### src/rtl/spi_master_ctrl.sv
// SPI master: turns one-cycle host requests into framed SS_n/MOSI/MISO transactions.
// Optional SPI_MASTER_SEQ_CHK_EN adds seq_err for out-of-order rd-addr/rd-data requests.
module spi_master_ctrl #(
  parameter int RD_WAIT = 2,
  parameter int GAP     = 1
) (
  input  logic       clk,
  input  logic       rst,
  input  logic       start,
  input  logic [1:0] cmd,
  input  logic [7:0] din,
  output logic       busy,
  output logic       done,
  output logic [7:0] dout,
  output logic       dout_valid,
  output logic       SS_n,
  output logic       MOSI,
  input  logic       MISO
`ifdef SPI_MASTER_SEQ_CHK_EN
  ,
  output logic       seq_err
`endif
);

  typedef enum logic [2:0] {S_IDLE, S_CHK, S_SHIFT, S_WAIT, S_RECV, S_GAP} state_t;

  state_t     state_q;
  logic [9:0] shreg_q;
  logic [7:0] rx_q, dout_q;
  logic [1:0] cmd_q;
  logic [3:0] bit_cnt_q;
  logic [2:0] gap_cnt_q;
  logic       busy_q, done_q, dv_q, ss_n_q, mosi_q;
  logic       accept;

  // busy drops in the last GAP cycle so a waiting start lands exactly GAP cycles after SS_n rises
  assign accept = start && !busy_q;

  always_ff @(posedge clk or posedge rst) begin
    if (rst) begin
      state_q   <= S_IDLE;
      shreg_q   <= '0;
      rx_q      <= '0;
      dout_q    <= '0;
      cmd_q     <= '0;
      bit_cnt_q <= '0;
      gap_cnt_q <= '0;
      busy_q    <= 1'b0;
      done_q    <= 1'b0;
      dv_q      <= 1'b0;
      ss_n_q    <= 1'b1;
      mosi_q    <= 1'b0;
    end else begin
      done_q <= 1'b0;
      dv_q   <= 1'b0;
      if (accept) begin
        state_q   <= S_CHK;
        shreg_q   <= {cmd, din};
        cmd_q     <= cmd;
        mosi_q    <= cmd[1];
        ss_n_q    <= 1'b0;
        busy_q    <= 1'b1;
        bit_cnt_q <= '0;
      end else begin
        case (state_q)
          S_CHK: begin
            state_q   <= S_SHIFT;
            mosi_q    <= shreg_q[9];
            shreg_q   <= {shreg_q[8:0], 1'b0};
            bit_cnt_q <= '0;
          end
          S_SHIFT: begin
            if (bit_cnt_q == 4'd9) begin
              mosi_q    <= 1'b0;
              bit_cnt_q <= '0;
              if (cmd_q == 2'b11) begin
                state_q <= S_WAIT;
              end else begin
                state_q   <= S_GAP;
                ss_n_q    <= 1'b1;
                done_q    <= 1'b1;
                gap_cnt_q <= 3'd1;
                busy_q    <= (GAP != 1);
              end
            end else begin
              mosi_q    <= shreg_q[9];
              shreg_q   <= {shreg_q[8:0], 1'b0};
              bit_cnt_q <= bit_cnt_q + 4'd1;
            end
          end
          S_WAIT: begin
            if (bit_cnt_q == 4'(RD_WAIT - 1)) begin
              state_q   <= S_RECV;
              bit_cnt_q <= '0;
            end else begin
              bit_cnt_q <= bit_cnt_q + 4'd1;
            end
          end
          S_RECV: begin
            rx_q <= {rx_q[6:0], MISO};
            if (bit_cnt_q == 4'd7) begin
              dout_q    <= {rx_q[6:0], MISO};
              dv_q      <= 1'b1;
              done_q    <= 1'b1;
              ss_n_q    <= 1'b1;
              state_q   <= S_GAP;
              gap_cnt_q <= 3'd1;
              busy_q    <= (GAP != 1);
            end else begin
              bit_cnt_q <= bit_cnt_q + 4'd1;
            end
          end
          S_GAP: begin
            if (gap_cnt_q >= 3'(GAP)) begin
              state_q <= S_IDLE;
            end else begin
              gap_cnt_q <= gap_cnt_q + 3'd1;
              busy_q    <= ((gap_cnt_q + 3'd1) != 3'(GAP));
            end
          end
          default: state_q <= S_IDLE;
        endcase
      end
    end
  end

  assign busy       = busy_q;
  assign done       = done_q;
  assign dout       = dout_q;
  assign dout_valid = dv_q;
  assign SS_n       = ss_n_q;
  assign MOSI       = mosi_q;

`ifdef SPI_MASTER_SEQ_CHK_EN
  logic rd_armed_q, seq_err_q, armed_eff;

  // Completion and a back-to-back accept can share an edge, so judge against the updated flag
  always_comb begin
    armed_eff = rd_armed_q;
    if (done_q && cmd_q == 2'b10) armed_eff = 1'b1;
    if (done_q && cmd_q == 2'b11) armed_eff = 1'b0;
  end

  always_ff @(posedge clk or posedge rst) begin
    if (rst) begin
      rd_armed_q <= 1'b0;
      seq_err_q  <= 1'b0;
    end else begin
      rd_armed_q <= armed_eff;
      seq_err_q  <= accept && ((cmd == 2'b11 && !armed_eff) || (cmd == 2'b10 && armed_eff));
    end
  end

  assign seq_err = seq_err_q;
`endif

endmodule

### config.mk
export PLATFORM = sky130hd
export DESIGN_NAME = spi_master_ctrl
export DESIGN_NICKNAME = d
export VERILOG_FILES = /design/src/rtl/spi_master_ctrl.sv
export SDC_FILE = /design/constraint.sdc
export NUM_CORES = 1
export LEC_CHECK = 0
export ABC_AREA = 1
export CORE_AREA = 2 2 67 69
export CTS_BUF_LIST = sky130_fd_sc_hd__clkbuf_2 sky130_fd_sc_hd__clkbuf_4 sky130_fd_sc_hd__clkbuf_8
export CTS_CLUSTER_DIAMETER = 150
export DETAILED_ROUTE_END_ITERATION = 10
export DIE_AREA = 0 0 69 71
export PLACE_DENSITY = 0.74
export SETUP_SLACK_MARGIN = 0.1
export SLEW_MARGIN = 20
export SYNTH_ARGS = -nofsm -noshare
export SYNTH_HDL_FRONTEND = slang
export SYNTH_SLANG_ARGS = --single-unit
### constraint.sdc
create_clock -name clk -period 4.1 [get_ports clk]
set_input_delay 0.82 -clock clk [delete_from_list [all_inputs] [get_ports clk]]
set_output_delay 0.82 -clock clk [all_outputs]
set_load 0.005 [all_outputs]
==> results.cfg <==
[placed_design]
port_buffers = 26
placed_area_um2 = 2495
hpwl_um = 2878
gp_congestion = 0.8952

[synth]
synthArstFlopShare_pct = 100.0
syn_nets = 296
netlist_area_um2 = 2205
ys_ff_latch = 42
yosysWarningCount = 0
yosys.area.top_type_share_pct = 46.54
postSynthAreaPerCell_um2 = 7.959
yosysSeqAreaShare_pct = 47.73
netlist_top_cells_area = dfrtp_1, nand2_1, nor2_1
synth.most_common_cell = nand2_1
ys_types = 25
yosysTopAreaCell = dfrtp_1
synth_edf_count = 0
synthCells = 277
dominantRegCellSynth = dfrtp_1
synthTopCellsByCount = nand2_1, dfrtp_1, nor2_1

[worst_setup_path]
critPathMaxFanout = 27
path_class = primary input to flip-flop
cp.required_ns = 4.29
cp-start-kind = primary input
critPathArrivalTime_ns = 2.62
cp-end-kind = flip-flop

[clocking]
cts_resized = 0
hold_buffers = 0
cts_max_level = 2
cts_root_buf = clkbuf_8
cts_tree = yes
cts_buffers = 5
clk_pin_slew_ns = 0.08
cts_buffer_depth = 2
clk_latency_ns = 0.29
cts_setup_buffers = 0
cts.sinks = 42

[timing]
slew-limit-headroom_pct = 65.62
period_share_pct = 59.24
finalSetupViolCount = 0
fin_tns_setup_ns = 0
rsz0062_at_grt = no
finalHoldViolCount = 0
maxSlewViolCount = 0
period_needed_ns = 2.429
fmax_mhz = 411.7
clock_skew_ns = 0.007390
tightestPinTransition_ns = 0.5157

[routing]
firstDrtPassIters = 4
wl_um = 4077
wl_per_cell_um = 11.39
via_count = 1766
first_iter_violations = 126
vias_per_cell = 4.933
detail-route-antenna-nets = 0
drc = 0

[global_route]
grt_max_degree = 43
first_global_vias = 1742
grt-ovfl-total = 0
grt_usage_pct = 19.22
grt_pass1_wl_um = 7493
antenna_found_initial = 0

[power]
p_per_area_nw_per_um2 = 609.6
comb_power_share_pct = 42.6
power.internal_uw = 934.1
p_clk_share_pct = 16.7
swShare_pct = 40.73
seqPwrFrac_pct = 40.7
power_switching_uw = 641.8
p_leak_uw = 0.001293
ir_drop_mv = 0.3432

[min_path]
worst_hold_path_type = flip-flop to flip-flop

[status]
status = completed

[finish]
syn_to_final_growth_pct = 17.25
num_antenna_cells = 0
drive_gt1_share_pct = 10.13
fin_nets = 324
utilization_pct = 61.49
design_area_um2 = 2585

[job]
drv_cap = 0

[floorplan]
dieArea_um2 = 4899
initial_core_util_pct = 52.44
io_pins = 27
die_h_um = 71
core_area_um2 = 4204
die_w_um = 69
fp-row-count = 24
placed cells by master, fill, tap and decap left out, types with 7 or more instances in the layout:
cell and n:
clkdlybuf4s50_1 26, o21ai_0 23, a31oi_1 8, inv_2 7, nand2_1 85, nor2_1 34, dfrtp_1 41, nand3_1 18
inv_1 25
power groups by stage:
stage          registers (uW)  logic, uW  clock network, uW
3_5_place_dp              650        674                  0
4_1_cts                   642        678                273
2_1_floorplan             637        529                  0
3_3_place_gp              647        660                  0
6_report                  641        671                264
5_1_grt                   658        784                293
logic make-up after synthesis:
family	after synthesis	synth area share, %
flops	42	47.73
xor+xnor	2	0.7947
compound gates	38	9.875
buf+inv	40	7.946
fa+ha+maj	5	2.838
simple gates	150	30.82
sequential cells by signal, indices dropped and copies added (netlist names):
signal,cells
shreg_q,10
dout,8
rx_q,7
bit_cnt_q,4
gap_cnt_q,3
state_q,3
cmd_q,2
MOSI,1
SS_n,1
busy,1
done,1
dout_valid,1
path summary, 6_finish.rpt:
check	slack (ns)	endpoint	startpoint	depth (start not counted)
max in group asynchronous	2.78	SS_n$_DFFE_PP1P_	rst	3
min in group asynchronous	0.95	shreg_q[0]$_DFFE_PP0P_	rst	3
worst min-delay path	0.49	rx_q[4]$_DFFE_PP0P_	rx_q[4]$_DFFE_PP0P_	2
worst min register to register	0.49	rx_q[4]$_DFFE_PP0P_	rx_q[4]$_DFFE_PP0P_	2
worst max-delay path	1.67	gap_cnt_q[2]$_DFFE_PP0P_	start	7
worst max register to register	2.22	gap_cnt_q[2]$_DFFE_PP0P_	busy$_DFFE_PP0P_	7
final cells by class:
type                    instances  area, um2
clock buffers                   6      76.32
clock inverters                 2      13.76
fillers                       382       1619
inverters                      34      132.6
multi-input cells             195      977.2
flip-flops and latches         42       1052
well taps                      52      65.06
repair buffers                 27      267.8
per-stage QoR:
step	total power (uW)	setup slack, ns	hold slack, ns	std cells
2_1_floorplan	1166	2.307	0.4422	277
3_3_place_gp	1307	1.430	0.4638	350
3_5_place_dp	1324	1.365	0.4655	350
4_1_cts	1593	1.667	0.4883	358
5_1_grt	1734	1.483	0.5007	358
6_report	1576	1.671	0.4882	358
critical path: stages:
cell and delay, ns:
clkdlybuf4s50_1 0.44, nand2_4 0.26, clkinv_1 0.49, nor2_1 0.32
nand3_1 0.15, nand2_1 0.09, nand2_1 0.05
per-layer routing:
layer	share of wire, %	global-route usage, %	vias to the layer above
met5	0	0	-
met4	2.0	9.804	0
met3	3.7	3.846	5
met2	49	31.94	24
met1	46	23.96	808
li1	-	-	929
No activity file was read; power rests on OpenSTA's default activity.
